### src/rtl/rv_clint_pkg.sv
// Shared CLINT register offsets, bus FSM encodings and the address decoder.
// Latency: n/a (constants and a combinational helper only).
// Backpressure: n/a.
package rv_clint_pkg;

    localparam logic [15:0] MSIP_OFS        = 16'h0000;
    localparam logic [15:0] MTIMECMP_LO_OFS = 16'h4000;
    localparam logic [15:0] MTIMECMP_HI_OFS = 16'h4004;
    localparam logic [15:0] MTIME_LO_OFS    = 16'hBFF8;
    localparam logic [15:0] MTIME_HI_OFS    = 16'hBFFC;

    localparam logic [0:0] ST_IDLE = 1'b0;
    localparam logic [0:0] ST_RESP = 1'b1;

    typedef enum logic [2:0] {
        REG_NONE,
        REG_MSIP,
        REG_CMP_LO,
        REG_CMP_HI,
        REG_MTIME_LO,
        REG_MTIME_HI
    } reg_sel_e;

    // All offsets are word aligned, so a misaligned address can never match.
    function automatic reg_sel_e decode_addr(input logic [15:0] addr);
        case (addr)
            MSIP_OFS:        return REG_MSIP;
            MTIMECMP_LO_OFS: return REG_CMP_LO;
            MTIMECMP_HI_OFS: return REG_CMP_HI;
            MTIME_LO_OFS:    return REG_MTIME_LO;
            MTIME_HI_OFS:    return REG_MTIME_HI;
            default:         return REG_NONE;
        endcase
    endfunction

endpackage

### src/rtl/rv_clint_timer.sv
// 64-bit mtime counter advanced once per TICK_DIV clk cycles, loadable per 32-bit half.
// Latency: loads and increments take effect at the next clk edge.
// Backpressure: none; a load wins over a same-cycle increment and restarts the prescaler.
module rv_clint_timer #(
    parameter int unsigned TICK_DIV = 1
) (
    input  logic        clk,
    input  logic        rstn,
    input  logic        load_lo,
    input  logic        load_hi,
    input  logic [31:0] load_dat,
    output logic [63:0] mtime
);

    logic [15:0] presc;
    logic        wrap;

    assign wrap = (presc == 16'(TICK_DIV - 1));

    always_ff @(posedge clk or negedge rstn) begin
        if (!rstn) begin
            presc <= '0;
            mtime <= '0;
        end else if (load_lo || load_hi) begin
            presc <= '0;
            if (load_lo) mtime[31:0]  <= load_dat;
            if (load_hi) mtime[63:32] <= load_dat;
        end else if (wrap) begin
            presc <= '0;
            mtime <= mtime + 64'd1;
        end else begin
            presc <= presc + 16'd1;
        end
    end

endmodule

### src/rtl/rv_clint.sv
// CLINT: msip, mtimecmp and mtime behind a req/ack register bus, driving soft and timer irqs.
// Latency: ack_o one cycle after req_i is sampled; timer_irq_o one cycle after the compare holds.
// Backpressure: none; req_i is ignored during the response cycle, so accesses are >= 2 cycles apart.
module rv_clint
    import rv_clint_pkg::*;
#(
    parameter int unsigned TICK_DIV = 1
) (
    input  logic        clk,
    input  logic        rstn,
    input  logic        req_i,
    input  logic        we_i,
    input  logic [15:0] addr_i,
    input  logic [31:0] wdata_i,
    output logic        ack_o,
    output logic [31:0] rdata_o,
    output logic        err_o,
    output logic        soft_irq_o,
    output logic        timer_irq_o
);

    logic [0:0]  state;
    reg_sel_e    sel;
    logic        bad;
    logic        wr;
    logic        msip;
    logic [63:0] mtime;
    logic [63:0] mtimecmp;
    logic [31:0] rd_mux;

    assign sel        = decode_addr(addr_i);
    assign bad        = (sel == REG_NONE);
    assign wr         = (state == ST_IDLE) && req_i && we_i;
    assign soft_irq_o = msip;

    rv_clint_timer #(
        .TICK_DIV (TICK_DIV)
    ) u_timer (
        .clk      (clk),
        .rstn     (rstn),
        .load_lo  (wr && (sel == REG_MTIME_LO)),
        .load_hi  (wr && (sel == REG_MTIME_HI)),
        .load_dat (wdata_i),
        .mtime    (mtime)
    );

    always_comb begin
        rd_mux = '0;
        case (sel)
            REG_MSIP:     rd_mux = {31'd0, msip};
            REG_CMP_LO:   rd_mux = mtimecmp[31:0];
            REG_CMP_HI:   rd_mux = mtimecmp[63:32];
            REG_MTIME_LO: rd_mux = mtime[31:0];
            REG_MTIME_HI: rd_mux = mtime[63:32];
            default:      rd_mux = '0;
        endcase
    end

    always_ff @(posedge clk or negedge rstn) begin
        if (!rstn) begin
            state   <= ST_IDLE;
            ack_o   <= 1'b0;
            err_o   <= 1'b0;
            rdata_o <= '0;
        end else if (state == ST_IDLE) begin
            if (req_i) begin
                state   <= ST_RESP;
                ack_o   <= 1'b1;
                err_o   <= bad;
                rdata_o <= we_i ? 32'd0 : rd_mux;
            end
        end else begin
            state   <= ST_IDLE;
            ack_o   <= 1'b0;
            err_o   <= 1'b0;
            rdata_o <= '0;
        end
    end

    always_ff @(posedge clk or negedge rstn) begin
        if (!rstn) begin
            msip     <= 1'b0;
            mtimecmp <= '1;
        end else if (wr) begin
            case (sel)
                REG_MSIP:   msip            <= wdata_i[0];
                REG_CMP_LO: mtimecmp[31:0]  <= wdata_i;
                REG_CMP_HI: mtimecmp[63:32] <= wdata_i;
                default:    ;
            endcase
        end
    end

    // Level output: stays high until software moves mtimecmp or mtime.
    always_ff @(posedge clk or negedge rstn) begin
        if (!rstn) timer_irq_o <= 1'b0;
        else       timer_irq_o <= (mtime >= mtimecmp);
    end

endmodule

### config.mk
export PLATFORM = sky130hd
export DESIGN_NAME = rv_clint
export DESIGN_NICKNAME = d
export VERILOG_FILES = /design/src/rtl/rv_clint_pkg.sv /design/src/rtl/rv_clint_timer.sv /design/src/rtl/rv_clint.sv
export SDC_FILE = /design/constraint.sdc
export NUM_CORES = 1
export LEC_CHECK = 0
export CAP_MARGIN = 20
export CORE_MARGIN = 2
export CORE_UTILIZATION = 52
export CTS_CLUSTER_SIZE = 40
export DETAILED_ROUTE_END_ITERATION = 7
export PLACE_DENSITY = 0.72
export SKIP_LAST_GASP = 1
export SLEW_MARGIN = 5
export SYNTH_ARGS = -nofsm -noshare
export SYNTH_HDL_FRONTEND = slang
export SYNTH_SLANG_ARGS = --single-unit
### constraint.sdc
create_clock -name clk -period 2.5 [get_ports clk]
set_input_delay 0.5 -clock clk [delete_from_list [all_inputs] [get_ports clk]]
set_output_delay 0.5 -clock clk [all_outputs]
set_load 0.1 [all_outputs]
==> flow_summary.yaml <==
placement:
  dp_hpwl_um: 25900
  io_buffers: 87
  place_inst: 1621
  gp_congestion: 0.945
power_and_ir_drop:
  p_leak_nw: 5.91
  pwr-share-clk_pct: 44.0
  seq_power_share_pct: 48.2
  power_density_nw_per_um2: 449
  switching_share_pct: 24.2
  worst_ir_drop_vdd_mv: 0.438
  comb_power_share_pct: 7.8
  intPower_mw: 4.77
  switching_power_mw: 1.52
worst_setup_path:
  crit_family: "simple AND/OR/NAND/NOR gates"
  worst-path-max-fanout: 2
  cp_slowest_stage_delay_ns: 0.57
  worstSetupStartpointType: "flip-flop"
  worst-path-buf-inv: 1
  crit_required_ns: 2.87
  crit_slowest_cell: "or4_4"
  critPathKind: "flip-flop to flip-flop"
  cp_cell_sequence: "inv_1 -> ha_4 -> nand4_1 -> or4_4 -> nand3b_1 -> a311oi_2 -> o31ai_1 -> a31oi_1"
  endpoint_kind: "flip-flop"
  worstPathArrival_ns: 2.83
clock_network:
  clock-sinks: 181
  cts_buffers: 17
  htreeDepth: 4
  clockRootBuffer: "clkbuf_16"
  clk_path_buf_depth: 2
  cts_hold_buf: 0
  cts_tree: "built"
  clock_latency_ns: 0.45
  clk_pin_slew_ns: 0.07
timing:
  drv_slew: 0
  finalCritPeriodShare_pct: 98.1
  setup_violations: 0
  whs_ns: 0.00302
  skew_ns: 0.0138
  fin_crit_ns: 2.45
  fmax_mhz: 408
  slew_headroom_pct: 61.9
  worstMarginPinSlew_ns: 0.565
  hold_violations: 0
status:
  outcome: "completed"
detailed_routing:
  routed_wl_um: 34700
  first_pass_iters: 7
  drc: 0
  viasPerCell: 6.36
  vias: 10500
  drt_iter0_drc: 1269
  routedWlPerCell_um: 21.0
  ant_nets: 0
yosys:
  yosysWarnings: 0
  synth_flop_cell: "dfrtp_1"
  syn_avg_cell_area_um2: 9.56
  ys_types: 86
  ys_seq_elements: 181
  ys_seq_area_share_pct: 41.0
  synth_nets: 1294
  async_flop_share_pct: 100
  netlist_area_um2: 11200
  synthCells: 1175
  synth-edff-count: 0
final_layout:
  nNetsFinal: 1484
  multi_input_area_um2: 6130
  register_area_um2: 4610
  antenna_cells: 0
  syn_to_final_growth_pct: 24.9
  final_cell_mix: "buf_4 (174), dfrtp_1 (117), a21oi_1 (90)"
  n_fill_cell: 1683
  final_common_cell: "buf_4"
  layout-drive-gt1-share_pct: 28.7
  instances_no_fill: 1652
  finish.utilization_pct: 66.5
grt:
  grt_pass1_vias: 10200
  grt_max_degree: 52
  overflow: 0
  antenna_found_initial: 0
  grt_usage_pct: 31.1
  grt_pass1_wl_um: 54700
floorplan:
  coreArea_um2: 21100
  die_area_um2: 22800
  dieHeight_um: 151
  start_util_pct: 53.3
  rows: 53
  die_w_um: 151
  ios: 88
flow_run:
  timing.max_cap.violations: 0
worst_hold_path:
  min_path_type: "input pin to asynchronous set/reset pin"
==> path summary, 6_finish.rpt <==
check / startpoint / end / slack [ns] / cells after the start
worst max-delay path: mtimecmp[39]$_DFFE_PN1P_ / timer_irq_o$_DFF_PN0_ / 0.05 / 8
min in group clk: state$_DFF_PN0_ / ack_o$_DFFE_PN0P_ / 0.47 / 1
worst max register to register: mtimecmp[39]$_DFFE_PN1P_ / timer_irq_o$_DFF_PN0_ / 0.05 / 8
max in group asynchronous: rstn / mtimecmp[14]$_DFFE_PN1P_ / 1.75 / 2
worst min-delay path: rstn / u_timer.presc[4]$_DFF_PN0_ / 0.003 / 1
worst min register to register: state$_DFF_PN0_ / ack_o$_DFFE_PN0P_ / 0.47 / 1
==> cells in the mapped netlist (all sizes together) (21+ instances only) <==
master	n	area share, %
mux2	65	6.5
dfrtp	117	26
and3	21	1.2
buf	30	1.5
a21oi	91	4.1
o22a	23	1.8
nand2	87	2.9
nand3	41	1.8
dfstp	64	15
o21ai	70	3.3
clkbuf	36	1.2
ha	67	7.5
inv	80	2.7
a222oi	30	2.7
nor2	73	2.5
a21boi	31	2.1
nor3	22	1.3
nand4	43	2.7
==> power groups by stage <==
stage	registers [mW]	logic (mW)	clock network [mW]
floorplan	3.11	0.140	0
global placement	3.08	0.476	0
detailed placement	3.08	0.488	0
CTS	3.03	0.490	2.80
global route	3.04	0.538	2.91
finish	3.03	0.494	2.77
==> through the flow <==
step           total power [mW]  worst slack [ns]  setup TNS, ns  cell area (um2)
2_1_floorplan              3.25             0.306              0            11200
3_3_place_gp               3.55            -0.259         -19.76            13400
3_5_place_dp               3.57            -0.270         -22.06            13400
4_1_cts                    6.32            0.0265              0            13900
5_1_grt                    6.48           -0.0339        -0.0339            14000
6_report                   6.29            0.0480              0            14000
==> cells by family (layout without fill, tap and decap cells) <==
kind of cell / Yosys count / after routing / synth area share (%)
flip-flops: 181 / 181 / 41.0
AO/OA/AOI/OAI: 341 / 341 / 20.7
adder cells (fa/ha/maj): 67 / 67 / 7.46
buffers and inverters: 146 / 348 / 5.36
XOR/XNOR: 15 / 15 / 1.17
AND/OR/NAND/NOR: 355 / 355 / 17.3
multiplexers: 70 / 70 / 6.96
==> repair_timing <==
action                                  4_1_cts  5_1_grt
gates resized for setup                       1       12
endpoints found under the setup margin        1       29
buffers inserted                              1        0
endpoints found under the hold margin         0        0
pin swaps                                     4        8
==> final cells by class <==
class,instances,share of cell area [%]
clock buffer,22,3.24
tap,275,2.45
sequential,181,32.9
timing repair buffer,237,14.7
inverter,80,2.14
clock inverter,9,0.928
multi-input combinational,848,43.7
==> registers in the layout, summed over array words and instances, names as in the netlist <==
| register | flops |
|---|---|
| state | 1 |
| soft_irq_o | 1 |
| rdata_o | 32 |
| err_o | 1 |
| timer_irq_o | 1 |
| ack_o | 1 |
| u_timer.mtime | 64 |
| u_timer.presc | 16 |
| mtimecmp | 64 |
==> layer usage <==
metal	track usage (%)	wire [um]
met5	0	0
met4	12.1	913
met3	4.40	2530
met2	50.4	16600
met1	42.3	14600
Power figures use the tool's default switching activity.
